===== src/rtl/rom_arbiter.sv =====
// rom_arbiter: two-port read arbiter in front of a single shared, registered ROM.
// Round-robin or fixed priority selection, a fixed two-cycle read latency,
// and responses returned in grant order.
//
// last-grant state
//   state | meaning
//   LAST0 | port 0 was granted most recently; port 1 wins the next contention
//   LAST1 | port 1 was granted most recently (reset value); port 0 wins next
module rom_arbiter #(
    parameter int ADDR_WIDTH = 8,
    parameter int DATA_WIDTH = 24,
    parameter int FIXED_PRIO = 0
) (
    input  logic                  clk,
    input  logic                  rst_n,
    input  logic                  req0,
    input  logic                  req1,
    input  logic [ADDR_WIDTH-1:0] addr0,
    input  logic [ADDR_WIDTH-1:0] addr1,
    output logic                  gnt0,
    output logic                  gnt1,
    output logic                  rvalid0,
    output logic                  rvalid1,
    output logic [DATA_WIDTH-1:0] rdata0,
    output logic [DATA_WIDTH-1:0] rdata1,
    output logic [ADDR_WIDTH-1:0] rom_addr,
    input  logic [DATA_WIDTH-1:0] rom_rdata
);

    typedef enum logic {
        LAST0 = 1'b0,
        LAST1 = 1'b1
    } last_t;

    last_t                 last_gnt;
    logic [ADDR_WIDTH-1:0] addr_hold;
    logic                  prefer0;
    // Stage 1 of the tag pipeline, aligned with rom_rdata.
    logic                  s1_valid;
    logic                  s1_port;

    // Arbitration: port 0 wins contention under fixed priority or after a port 1 grant.
    always_comb begin
        prefer0  = (FIXED_PRIO != 0) || (last_gnt == LAST1);
        gnt0     = rst_n && req0 && (!req1 || prefer0);
        gnt1     = rst_n && req1 && !(req0 && prefer0);
        rom_addr = addr_hold;
        if (gnt0) begin
            rom_addr = addr0;
        end else if (gnt1) begin
            rom_addr = addr1;
        end
    end

    // Grant bookkeeping and tag pipeline; stage 2 is the rvalid pair itself.
    always_ff @(posedge clk) begin
        if (!rst_n) begin
            last_gnt  <= LAST1;
            addr_hold <= '0;
            s1_valid  <= 1'b0;
            s1_port   <= 1'b0;
            rvalid0   <= 1'b0;
            rvalid1   <= 1'b0;
            rdata0    <= '0;
            rdata1    <= '0;
        end else begin
            if (gnt0 || gnt1) begin
                last_gnt  <= gnt1 ? LAST1 : LAST0;
                addr_hold <= rom_addr;
            end
            s1_valid <= gnt0 || gnt1;
            s1_port  <= gnt1;
            rvalid0  <= s1_valid && !s1_port;
            rvalid1  <= s1_valid && s1_port;
            if (s1_valid && !s1_port) begin
                rdata0 <= rom_rdata;
            end
            if (s1_valid && s1_port) begin
                rdata1 <= rom_rdata;
            end
        end
    end

endmodule


===== config.mk =====
export PLATFORM = sky130hd
export DESIGN_NAME = rom_arbiter
export DESIGN_NICKNAME = d
export VERILOG_FILES = /design/src/rtl/rom_arbiter.sv
export SDC_FILE = /design/constraint.sdc
export NUM_CORES = 1
export LEC_CHECK = 0
export BUFFER_PORTS_ARGS = -buffer_cell sky130_fd_sc_hd__buf_4
export CORE_MARGIN = 2
export CORE_UTILIZATION = 42
export CTS_CLUSTER_DIAMETER = 30
export DETAILED_ROUTE_END_ITERATION = 8
export PLACE_DENSITY = 0.83
export SYNTH_ARGS = -nofsm -noshare
export SYNTH_HDL_FRONTEND = slang
export SYNTH_SLANG_ARGS = --single-unit

===== constraint.sdc =====
create_clock -name clk -period 1.45 [get_ports clk]
set_input_delay 0.29 -clock clk [delete_from_list [all_inputs] [get_ports clk]]
set_output_delay 0.29 -clock clk [all_outputs]
set_load 0.005 [all_outputs]

==> flow_metrics.py <==
metrics = {
    "critical_path": {
        "path_class": "flip-flop to output port",
        "crit_arrival_ns": 1.39,
        "crit_fanout": 4,
        "required_ns": 1.16,
        "end_kind": "output port",
        "r2r_start": "s1_port",
        "rr_endpoint": "rdata1[18]",
        "ff2ff_path_depth": 4,
        "worstSetupStartpoint": "last_gnt",
        "reg2reg_slack_ns": 0.26,
        "cp-start-kind": "flip-flop",
    },
    "timing": {
        "rsz0062_at_grt": "yes",
        "drv_slew": 0,
        "post-route-period-util_pct": 115.7,
        "finalHoldViolations": 0,
        "max_freq_ghz": 0.5962,
        "period_minus_slack_ns": 1.677,
        "slew_headroom_pct": 61.31,
        "worst_pin_slew_ns": 0.5803,
        "skew_ns": 0.006700,
        "fin_ws_ns": -0.2272,
        "setup_viol": 9,
    },
    "logic_synthesis": {
        "yosys-top-cells-count": "100 x nand2_1, 61 x dfxtp_1, 48 x a21oi_1, 12 x buf_2, 9 x and2_1",
        "postSynthAreaPerCell_um2": 8.144,
        "synthArstFlopShare_pct": 0,
        "ys.warnings.count": 0,
        "synth-edff-count": 0,
        "synth_nets": 327,
        "synth.area.top_cells": "dfxtp_1 53%, nand2_1 16%, a21oi_1 10%",
        "synth.most_common_cell": "nand2_1",
        "synth.top_cell.area_share_pct": 52.99,
        "synth.distinct_cells": 20,
        "syn_inst": 283,
        "synth-main-ff-cell": "dfxtp_1",
        "seq_area_frac_synth_pct": 52.99,
        "synth_top_area_cell": "dfxtp_1",
        "netlist_area_mm2": 0.002305,
        "ys_seq_elements": 61,
    },
    "grt": {
        "track_usage_pct": 20.72,
        "grt_overflow": 0,
        "grt_pass1_wl_um": 10180,
        "antenna_found_initial": 0,
        "grt_pass1_vias": 2203,
        "grt_max_degree": 60,
    },
    "clocking": {
        "cts_root_buffer": "clkbuf_8",
        "clk_pin_slew_ns": 0.06,
        "htreeDepth": 3,
        "clk_latency_ns": 0.33,
        "cts_tree": "done",
        "clkSinkCount": 61,
        "cts_hold_buf": 0,
        "clockBufferDepth": 2,
        "numCtsBuffers": 9,
    },
    "layout": {
        "area_growth_pct": 50.27,
        "drive_gt1_share_pct": 35.35,
        "nets": 435,
        "n_antenna_cell": 0,
    },
    "detailed_routing": {
        "remaining_drc_errors": 0,
        "vias": 2353,
        "wl_um": 6232,
        "via_per_inst": 5.049,
        "dr.pass1.iters": 4,
        "wire_per_inst_um": 13.37,
        "route.antenna.remaining_nets": 0,
        "drt_first_iter_violations": 149,
    },
    "power": {
        "p_sw_share_pct": 21.33,
        "total_power_mw": 4.225,
        "power_density_mw_per_mm2": 1220,
        "intPower_mw": 3.324,
        "p_leak_nw": 1.502,
        "p_comb_share_pct": 12.6,
        "p_sw_mw": 0.9011,
        "ir_worst_vdd_v": 0.0006245,
        "p_seq_share_pct": 42.5,
        "clkPwrFrac_pct": 44.9,
    },
    "status": {
        "violations": "setup timing",
        "status": "finished with violations",
    },
    "floorplan": {
        "rows": 26,
        "fp.dieW_um": 78.08,
        "num_io_pins": 104,
        "dieArea_mm2": 0.006096,
        "initial_utilization_pct": 44.28,
        "core_area_mm2": 0.005205,
        "die_height_um": 78.08,
    },
    "min_path": {
        "hold_path_startpoint": "rst_n",
        "hold_path.class": "input port to flip-flop",
        "whs_endpoint": "last_gnt",
        "worstHoldPathCells": 2,
    },
    "placed_design": {
        "dp_hpwl_um": 4319,
        "gp_congestion": 0.8251,
        "preCtsSetupSlack_ns": -0.05953,
        "io_buffers": 103,
    },
    "run": {
        "maxCapViolations": 0,
    },
}
==> power groups by stage <==
stage	Combinational (mW)	Clock [mW]	Sequential, mW
after detailed placement	0.515	0	1.83
after floorplan	0.226	0	1.83
after global routing	0.584	2.02	1.81
final	0.533	1.90	1.80
after CTS	0.528	1.94	1.80
after global placement	0.501	0	1.83
==> worst max-delay path, stage by stage (launching register included) <==
cell	delay, ns
dfxtp_4	0.37
a21bo_4	0.17
nor2_4	0.05
a221o_1	0.35
buf_6	0.13
==> cells in the final DEF (no fill, tap or decap) <==
cell type / instances
buf_4: 113
nand2_1: 100
dfxtp_1: 60
a21oi_1: 48
clkbuf_8: 12
and2_1: 9
a221o_1: 8
o22ai_1: 8
nor3b_1: 8
nor3_1: 8
nor2_4: 3
nor2_1: 3
bufinv_16: 3
buf_6: 3
inv_2: 2
a21bo_4: 1
nor2b_4: 1
o21ai_1: 1
nor2b_2: 1
nand2b_1: 1
o21ai_0: 1
clkbuf_1: 1
dfxtp_4: 1
==> flip-flops by register name (all words and copies together), names as in the netlist <==
name,count
rdata0,24
rdata1,24
addr_hold,8
last_gnt,1
rvalid0,1
rvalid1,1
s1_port,1
s1_valid,1
==> per-layer routing <==
metal / routed length [µm] / global-route usage, % / vias to the layer above
met3: 557 / 5.517 / 17
met1: 2495 / 25.37 / 1068
li1: - / - / 1159
met2: 3075 / 34.48 / 109
met4: 104 / 8.772 / 0
met5: 0 / 0 / -
==> repair_timing <==
item                                    in CTS  in global routing
setup buffers                                1                  0
pin swaps                                   11                  3
gates cloned                                 1                  0
resized for setup                            7                  3
endpoints found under the setup margin      10                 10
==> kinds of logic (layout without fill, tap and decap cells) <==
group / after synthesis / in the layout / share of synthesized area [%]
flops: 61 / 61 / 52.99
buf+inv: 22 / 134 / 4.723
compound gates: 67 / 67 / 16.94
simple gates: 133 / 134 / 25.35
==> how the worst max path moves through the flow <==
stage	endpoint	slack [ns]	depth (start not counted)
floorplan	rom_addr[0]	0.17	4
global placement	rom_addr[4]	-0.01	5
detailed placement	rom_addr[7]	-0.06	5
CTS	rom_addr[7]	-0.24	4
global route	rom_addr[7]	-0.27	4
finish	rom_addr[4]	-0.23	4
==> layout make-up <==
type                            count  area, µm²
Inverter                            2      7.507
Sequential cell                    61       1225
Fill cell                         444       1742
Clock inverter                      3      90.09
Multi-Input combinational cell    201       1002
Clock buffer                       13      168.9
Timing Repair Buffer              116      882.1
Tap cell                           70      87.58
==> metrics by stage <==
step	utilization, %	hold slack [ns]	instances	TNS [ns]	instance area (µm²)
floorplan	-	0.3519	283	0	2305
global route	66.54	0.1566	466	-2.083	3463
CTS	66.32	0.1338	466	-1.856	3452
detailed placement	60.65	0.4472	448	-0.3608	3157
global placement	60.65	0.4424	448	-0.06278	3157
finish	66.54	0.1481	466	-1.765	3463
(Power assumes the default switching activity.)
